File: config.mk
export PLATFORM = sky130hd
export DESIGN_NAME = fetch_unit_flat
export DESIGN_NICKNAME = d
export VERILOG_FILES = /design/src/rtl/fetch_unit_if.sv /design/src/rtl/fetch_unit.sv /design/src/flat_wrapper.sv
export SDC_FILE = /design/constraint.sdc
export NUM_CORES = 1
export LEC_CHECK = 0
export BUFFER_PORTS_ARGS = -buffer_cell sky130_fd_sc_hd__clkbuf_2
export CAP_MARGIN = 15
export CORE_MARGIN = 2
export CORE_UTILIZATION = 53
export DETAILED_ROUTE_END_ITERATION = 12
export GPL_ROUTABILITY_DRIVEN = 0
export HOLD_SLACK_MARGIN = 0.05
export PLACE_DENSITY = 0.92
export RECOVER_POWER = 25
export SYNTH_ARGS = -nofsm -noshare
export SYNTH_HDL_FRONTEND = slang
export SYNTH_SLANG_ARGS = --single-unit
File: constraint.sdc
create_clock -name clock -period 3.9 [get_ports clock]
set_input_delay 0.195 -clock clock [delete_from_list [all_inputs] [get_ports clock]]
set_output_delay 0.195 -clock clock [all_outputs]
set_load 0.03 [all_outputs]
File: src/rtl/fetch_unit_if.sv
// Instruction-memory handshake between the fetch stage and instruction memory.
// Handshake: the fetch stage holds imem_req=1 with a stable imem_addr until the
// memory raises imem_ready for one cycle; imem_rdata is valid only in that cycle.
interface fetch_unit_if;
    logic        imem_req;
    logic [31:0] imem_addr;
    logic [31:0] imem_rdata;
    logic        imem_ready;

    // Fetch-stage side: drives the request, receives the word.
    modport master (
        output imem_req,
        output imem_addr,
        input  imem_rdata,
        input  imem_ready
    );

    // Memory side: observes the request, returns the word.
    modport slave (
        input  imem_req,
        input  imem_addr,
        output imem_rdata,
        output imem_ready
    );
endinterface

File: src/rtl/fetch_unit.sv
// Instruction fetch stage: owns the PC, fetches one word per REQ/HOLD round,
// holds it for decode/execute and computes the next PC from decoder controls.
module fetch_unit #(
    parameter logic [31:0] RESET_PC  = 32'h0000_0000,
    parameter logic [31:0] NOP_INSTR = 32'h0000_0013
) (
    input  logic              clock,
    input  logic              reset,
    fetch_unit_if.master      imem,
    input  logic [1:0]        pcsel,
    input  logic              br_taken,
    input  logic [31:0]       jalr_target,
    input  logic              stall,
    output logic [31:0]       pc,
    output logic [31:0]       pc_plus4,
    output logic [31:0]       instr,
    output logic              instr_valid,
    output logic [6:0]        opcode,
    output logic [4:0]        rd,
    output logic [2:0]        funct3,
    output logic [4:0]        rs1,
    output logic [4:0]        rs2,
    output logic [6:0]        funct7,
    output logic              fetch_err,
    output logic [1:0]        state
);

    typedef enum logic [1:0] {
        BOOT = 2'd0,
        REQ  = 2'd1,
        HOLD = 2'd2,
        HALT = 2'd3
    } state_t;

    state_t      state_q;
    state_t      state_d;
    logic        req;
    logic        load_instr;
    logic        advance;
    logic [31:0] imm_b;
    logic [31:0] imm_j;
    logic [31:0] next_pc;

    assign state          = state_q;
    assign imem.imem_req  = req;
    assign imem.imem_addr = pc;

    assign pc_plus4 = pc + 32'd4;
    assign opcode   = instr[6:0];
    assign rd       = instr[11:7];
    assign funct3   = instr[14:12];
    assign rs1      = instr[19:15];
    assign rs2      = instr[24:20];
    assign funct7   = instr[31:25];

    assign imm_b = {{19{instr[31]}}, instr[31], instr[7], instr[30:25], instr[11:8], 1'b0};
    assign imm_j = {{11{instr[31]}}, instr[31], instr[19:12], instr[20], instr[30:21], 1'b0};

    // Next-PC selection; jalr clears bit 0 before the alignment check.
    always_comb begin
        next_pc = pc_plus4;
        case (pcsel)
            2'b00: next_pc = pc_plus4;
            2'b01: next_pc = jalr_target & ~32'h0000_0001;
            2'b10: next_pc = br_taken ? (pc + imm_b) : pc_plus4;
            2'b11: next_pc = pc + imm_j;
            default: next_pc = pc_plus4;
        endcase
    end

    // State register; reset aborts any outstanding request immediately.
    always_ff @(posedge clock or posedge reset) begin
        if (reset) begin
            state_q <= BOOT;
        end else begin
            state_q <= state_d;
        end
    end

    // Next-state logic and per-state outputs.
    always_comb begin
        state_d     = state_q;
        req         = 1'b0;
        instr_valid = 1'b0;
        fetch_err   = 1'b0;
        load_instr  = 1'b0;
        advance     = 1'b0;
        case (state_q)
            BOOT: begin
                state_d = REQ;
            end
            REQ: begin
                req = 1'b1;
                if (imem.imem_ready) begin
                    load_instr = 1'b1;
                    state_d    = HOLD;
                end
            end
            HOLD: begin
                instr_valid = 1'b1;
                if (!stall) begin
                    advance = 1'b1;
                    state_d = (next_pc[1:0] != 2'b00) ? HALT : REQ;
                end
            end
            HALT: begin
                // Sticky: only reset leaves HALT, so the flag stays set.
                fetch_err = 1'b1;
            end
            default: begin
                state_d = BOOT;
            end
        endcase
    end

    // PC and instruction register; a misaligned target is still loaded so
    // the PC shows the offending address while halted.
    always_ff @(posedge clock or posedge reset) begin
        if (reset) begin
            pc    <= RESET_PC;
            instr <= NOP_INSTR;
        end else if (load_instr) begin
            instr <= imem.imem_rdata;
        end else if (advance) begin
            pc    <= next_pc;
            instr <= NOP_INSTR;
        end
    end

endmodule
File: src/flat_wrapper.sv
// flat-port wrapper written by rule: the top's interface ports become plain ports
module fetch_unit_flat 
#(
    parameter logic [31:0] RESET_PC  = 32'h0000_0000,
    parameter logic [31:0] NOP_INSTR = 32'h0000_0013
)
  (clock, reset, pcsel, br_taken, jalr_target, stall, pc, pc_plus4, instr, instr_valid, opcode, rd, funct3, rs1, rs2, funct7, fetch_err, state, imem_imem_req, imem_imem_addr, imem_imem_rdata, imem_imem_ready);
  fetch_unit_if imem_i ();
  input  logic clock;
  input  logic reset;
  input  logic [1:0] pcsel;
  input  logic br_taken;
  input  logic [31:0] jalr_target;
  input  logic stall;
  output logic [31:0] pc;
  output logic [31:0] pc_plus4;
  output logic [31:0] instr;
  output logic instr_valid;
  output logic [6:0] opcode;
  output logic [4:0] rd;
  output logic [2:0] funct3;
  output logic [4:0] rs1;
  output logic [4:0] rs2;
  output logic [6:0] funct7;
  output logic fetch_err;
  output logic [1:0] state;
  output wire logic [$bits(imem_i.imem_req)-1:0] imem_imem_req;
  output wire logic [$bits(imem_i.imem_addr)-1:0] imem_imem_addr;
  input wire logic [$bits(imem_i.imem_rdata)-1:0] imem_imem_rdata;
  input wire logic [$bits(imem_i.imem_ready)-1:0] imem_imem_ready;
  assign imem_imem_req = imem_i.imem_req;
  assign imem_imem_addr = imem_i.imem_addr;
  assign imem_i.imem_rdata = imem_imem_rdata;
  assign imem_i.imem_ready = imem_imem_ready;
  fetch_unit #(.RESET_PC(RESET_PC), .NOP_INSTR(NOP_INSTR)) u_core (.clock(clock), .reset(reset), .imem(imem_i), .pcsel(pcsel), .br_taken(br_taken), .jalr_target(jalr_target), .stall(stall), .pc(pc), .pc_plus4(pc_plus4), .instr(instr), .instr_valid(instr_valid), .opcode(opcode), .rd(rd), .funct3(funct3), .rs1(rs1), .rs2(rs2), .funct7(funct7), .fetch_err(fetch_err), .state(state));
endmodule
==> impl_metrics.toml, run 1 <==
[timing]
hold_viol = 0
min_period_ns = 3.44
rsz0062_at_grt = "false"
fmaxAchievable_mhz = 291
setup_viol = 0
finalSetupTns_ns = 0
slew_headroom_pct = -20.6
worst_clock_skew_ns = 0.0110
setup_slack_ns = 0.459
period_share_pct = 88.2
worst_slew_pin_slew_ns = 1.81
final_max_slew_viol_count = 44

[cts]
numCtsBuffers = 9
clock-sinks = 66
root_buffer = "clkbuf_16"
postCtsHoldBufs = 0
clk_pin_slew_ns = 0.06
post_cts_buffers = 0
cts_tree = "done"
htreeDepth = 3
insertion_delay_ns = 0.36
clock_path_buffers = 2
cts-resized-gates = 0

[setup_path]
reg2reg_setup_slack_ns = 0.46
endpoint_kind = "register"
worstPathArrival_ns = 3.67
start_kind = "register"
reg2reg_from = "u_core.imem.imem_addr[1]"
startpoint = "u_core.imem.imem_addr[1]"
criticalPathCategory = "reg -> reg"
crit_fanout = 9
critical_path_required_ns = 4.13

[flow_run]
max_cap_viol_count = 1

[hold_path]
hold_path_startpoint = "imem_imem_rdata[22]"
holdCritPathClass = "in -> reg"

[placed_design]
placed_area_sq_mm = 0.00812
pre_cts_slack_ns = 0.630
portBuffers = 234
hpwl_um = 18300

[yosys]
yosysTopAreaCellShare_pct = 21.5
synth-edff-count = 0
seq_area_frac_synth_pct = 22.6
synth_nets = 1046
netlist_area_sq_mm = 0.00733
ys.warnings.count = 0
synthCells = 924
async_reset_ff_share_pct = 100
synth_area_leaders = "dfrtp_1 (22%), ha_1 (8.4%), buf_4 (7.1%), a21oi_1 (5.4%), o21ai_0 (4.8%)"
yosys_register_bits = 66
synth.distinct_cells = 78
yosys.area.top_type = "dfrtp_1"
syn_avg_cell_area_sq_um = 7.93
synthFlopType = "dfrtp_1"

[global_routing]
overflow = 0
grt_pass1_wl_um = 37800
antenna_found_initial = 0
grt_pass1_vias = 7296
grt_max_degree = 44
grt_usage_pct = 32.9

[cells_and_area]
finalInstanceArea_sq_mm = 0.00843
nets = 1188
antennaDiodeCount = 0
final_layout_size_suffix_gt1_share_pct = 27.5
layout_common_cells = "clkbuf_2 (226), nand2_1 (89), a21oi_1 (79), o21ai_0 (70), nor2_1 (64)"
layout-area-overhead-vs-synth_pct = 15.1
layout_commonest_cell = "clkbuf_2"

[route]
ant_nets = 0
firstDrtPassIters = 7
viasPerCell = 6.32
route.detailed.wl_per_inst_um = 19.8
via_count = 7885
drc = 0
wl_um = 24600
drt_first_iter_violations = 723

[floorplanning]
ioPinCount = 236
dieArea_sq_mm = 0.0148
fp.dieH_um = 122
initial_core_util_pct = 54.9
coreArea_sq_mm = 0.0133
rows = 42
die_w_um = 122

[outcome]
outcome = "finished, violations left"
violations = "max-capacitance violations, max-slew violations"
per-stage QoR:
| step | hold slack (ns) | std cells | utilization, % |
|---|---|---|---|
| after floorplan | 0.312 | 924 | - |
| after global placement | 0.402 | 1230 | 60.8 |
| after detailed placement | 0.408 | 1230 | 60.8 |
| after CTS | 0.0507 | 1246 | 63.1 |
| after global routing | 0.0625 | 1247 | 63.2 |
| final | 0.0493 | 1247 | 63.2 |
synthesized netlist by cell type (7+ instances only):
cell and number:
a211oi_1 14, a21o_1 19, a21oi_1 79, a221oi_1 11
a22o_1 27, and3_1 14, buf_4 69, clkbuf_1 38
dfrtp_1 63, ha_1 49, inv_1 25, mux2i_1 9
nand2_1 89, nand2b_1 10, nand3_1 21, nand4_1 14
nor2_1 66, nor2b_1 15, nor3_1 15, o211ai_1 7
o21ai_0 70, o22ai_1 15, xnor2_1 39, xor2_1 27
final timing paths:
| path | depth (start not counted) | end |
|---|---|---|
| max | 12 | u_core.imem.imem_addr[29] |
| min | 3 | u_core.instr[22] |
| min in group asynchronous | 2 | u_core.instr[29] |
| max reg2reg | 12 | u_core.imem.imem_addr[29] |
| max in group asynchronous | 3 | u_core.imem.imem_addr[21] |
| min reg2reg | 1 | u_core.instr[4] |
flip-flops by register name, summed over array words and instances, names as in the netlist:
signal                 cells
u_core.instr              32
u_core.state               2
u_core.imem.imem_addr     32
per-layer routing:
metal / up-vias / wire (um) / GRT usage, % / share of wire (%)
li1: 3584 / - / - / -
met4: 0 / 1480 / 21.1 / 6.0
met2: 537 / 11500 / 52.9 / 47
met3: 118 / 2420 / 5.95 / 9.8
met5: - / 0 / 0 / 0
met1: 3646 / 9230 / 40.6 / 37
cell families (layout without fill, tap and decap cells):
logic type      after synthesis  count (layout)  synth area share, %
buf+inv                     142             289                 10.9
simple gates                272             272                 18.0
fa+ha+maj                    51              51                 8.91
compound gates              312             312                 29.4
flops                        66              66                 22.6
xor+xnor                     66              66                 7.89
mux                          15              15                 2.31
cell type report:
type,instances,area [sq um]
fillers,1173,4920
multi-input cells,716,4880
flip-flops and latches,66,1660
repair buffers,248,1280
clock buffers,9,225
well taps,176,220
inverters,25,93.8
clock inverters,7,77.6
worst max-delay path, stage by stage, from the launching register on:
cell	delay (ns)
dfrtp_1	0.52
ha_1	0.29
inv_1	0.07
fa_1	0.39
nand2b_1	0.19
a21oi_1	0.32
o2111ai_1	0.15
nand3_1	0.24
a21oi_1	0.13
o21ai_2	0.28
mux2i_1	0.26
a21oi_1	0.09
a2111o_1	0.40
Power of run 1 is left out: the tool's default activity adds up to more than one toggle a clock period on the data nets, which glitch-free logic cannot reach.
==> inputs of run 2 (changes only) <==
==> constraint.sdc (replaced) <==
create_clock -name clock -period 3.65 [get_ports clock]
set_input_delay 0.1825 -clock clock [delete_from_list [all_inputs] [get_ports clock]]
set_output_delay 0.1825 -clock clock [all_outputs]
set_load 0.03 [all_outputs]
==> run 2 against run 1 <==
The run now ends clean; setup slack worse by 0.27 ns; register-to-register slack worse by 0.27 ns; sequential share of layout area is 0.45 points lower; final cell count is 2.0% higher; die area stayed put; fmax is 0.51% lower; first-iteration DRC count is 23% higher; critical endpoint unchanged; flip-flop and latch count stayed put; global-route usage is 1.6 points higher.
==> impl_metrics.toml, run 2 (same netlist as run 1, synthesis figures left out) <==
[cts]
clk_pin_slew_ns = 0.06
clock-sinks = 66
cts_tree = "done"
root_buffer = "clkbuf_16"
htreeDepth = 3
post_cts_buffers = 0
clock_path_buffers = 2
insertion_delay_ns = 0.36
numCtsBuffers = 9

[global_routing]
grt_pass1_vias = 7550
overflow = 0
antenna_found_initial = 0
grt_max_degree = 35
grt_usage_pct = 34.5
grt_pass1_wl_um = 39600

[cells_and_area]
nFillCells = 1146
seq_area_sq_mm = 0.00166
layout-area-overhead-vs-synth_pct = 17.8
layout_common_cells = "clkbuf_2 (192), nand2_1 (89), a21oi_1 (79), o21ai_0 (70), nor2_1 (64)"
nets = 1213
layout_commonest_cell = "clkbuf_2"
antennaDiodeCount = 0
final_layout_size_suffix_gt1_share_pct = 24.3
multiInputGateArea_sq_mm = 0.00488

[setup_path]
endpoint_kind = "register"
slowest_delay_ns = 0.59
start_kind = "register"
path_cells = "inv_1 > fa_1 > nand2b_1 > a21oi_1 > o2111ai_1 > nand3_1 > a21oi_1 > o21ai_2 > mux2i_1 > a21oi_1 > a2111o_1"
crit_fanout = 11
regToRegEndpoint = "u_core.imem.imem_addr[29]"
criticalPathCategory = "reg -> reg"
crit_path_top_delay_cell = "dfrtp_1"
reg2reg_from = "u_core.imem.imem_addr[2]"
r2r_cells = 11
reg2reg_setup_slack_ns = 0.19
path_delay_family = "compound AO/OA/AOI/OAI gates"
crit_top_cell = "a21oi_1"
critical_path_required_ns = 3.88
worstPathArrival_ns = 3.69
crit_buf_inv = 1

[timing]
min_period_ns = 3.46
period_share_pct = 94.8
hold_viol = 0
worst_clock_skew_ns = 0.00834
fmaxAchievable_mhz = 289
final_max_slew_viol_count = 0
rsz0062_at_grt = "false"
slew_headroom_pct = 11.4
worst_slew_pin_slew_ns = 1.33
setup_viol = 0
finalSetupTns_ns = 0

[floorplanning]
dieArea_sq_mm = 0.0148
rows = 42
coreArea_sq_mm = 0.0133
die_w_um = 122
fp.dieH_um = 122
initial_core_util_pct = 54.9
ioPinCount = 236

[placed_design]
hpwl_um = 18600
portBuffers = 234

[route]
drc = 0
ant_nets = 0
firstDrtPassIters = 6
drt_first_iter_violations = 890
viasPerCell = 6.38
route.detailed.wl_per_inst_um = 20.1
via_count = 8118
wl_um = 25600

[outcome]
outcome = "complete, no violations"

[hold_path]
worstHoldPathCells = 2
hold_path_startpoint = "imem_imem_rdata[15]"
holdCritPathClass = "in -> reg"
hold_end = "u_core.instr[15]"

[flow_run]
max_cap_viol_count = 0
## run 2: stage by stage
stage / setup slack (ns) / cell area, sq um / hold WS, ns / utilization [%] / std cells
6_report: 0.191 / 8630 / 0.0560 / 64.7 / 1272
2_1_floorplan: 0.350 / 7330 / 0.299 / - / 924
3_5_place_dp: 0.324 / 8170 / 0.331 / 61.2 / 1236
4_1_cts: 0.298 / 8680 / 0.0521 / 65.1 / 1272
5_1_grt: 0.0291 / 8630 / 0.0617 / 64.7 / 1272
3_3_place_gp: 0.462 / 8170 / 0.324 / 61.2 / 1236
## run 2: worst max path at each step
stage | slack, ns | to | startpoint | cells after the start
after floorplan | 0.35 | u_core.imem.imem_addr[27] | u_core.imem.imem_addr[2] | 11
after global placement | 0.46 | u_core.imem.imem_addr[29] | u_core.imem.imem_addr[1] | 12
after detailed placement | 0.32 | u_core.imem.imem_addr[29] | u_core.imem.imem_addr[2] | 11
after CTS | 0.30 | u_core.imem.imem_addr[29] | u_core.imem.imem_addr[2] | 11
after global routing | 0.03 | u_core.imem.imem_addr[29] | u_core.imem.imem_addr[2] | 11
final | 0.19 | u_core.imem.imem_addr[29] | u_core.imem.imem_addr[2] | 11
## run 2: final cells by class
cell class,count,area share [%]
multi-input cells,716,56.5
flip-flops and latches,66,19.2
repair buffers,273,17.1
clock buffers,9,2.61
well taps,176,2.55
inverters,25,1.09
clock inverters,7,0.986
## run 2: timing repair
item                                   4_1_cts  5_1_grt
endpoints found under the hold margin       48        0
hold buffers                                20        0
resized for setup                            0        0
## run 2: worst register-to-register path: cells and delay by family (launching register included)
kind	cells	cell delay (ns)
buf+inv	1	0.20
mux	1	0.24
compound gates	6	1.38
flops	1	0.59
fa+ha+maj	1	0.50
simple gates	2	0.44
## run 2: metal layers
metal / global-route usage (%) / part of all wire (%) / vias up / wire, um
li1: - / - / 3639 / -
met1: 42.3 / 37 / 3760 / 9570
met2: 56.6 / 47 / 593 / 11900
met3: 6.04 / 10 / 126 / 2590
met4: 20.8 / 5.9 / 0 / 1510
met5: 0 / 0 / - / 0
Power of run 2 is left out for the same reason.
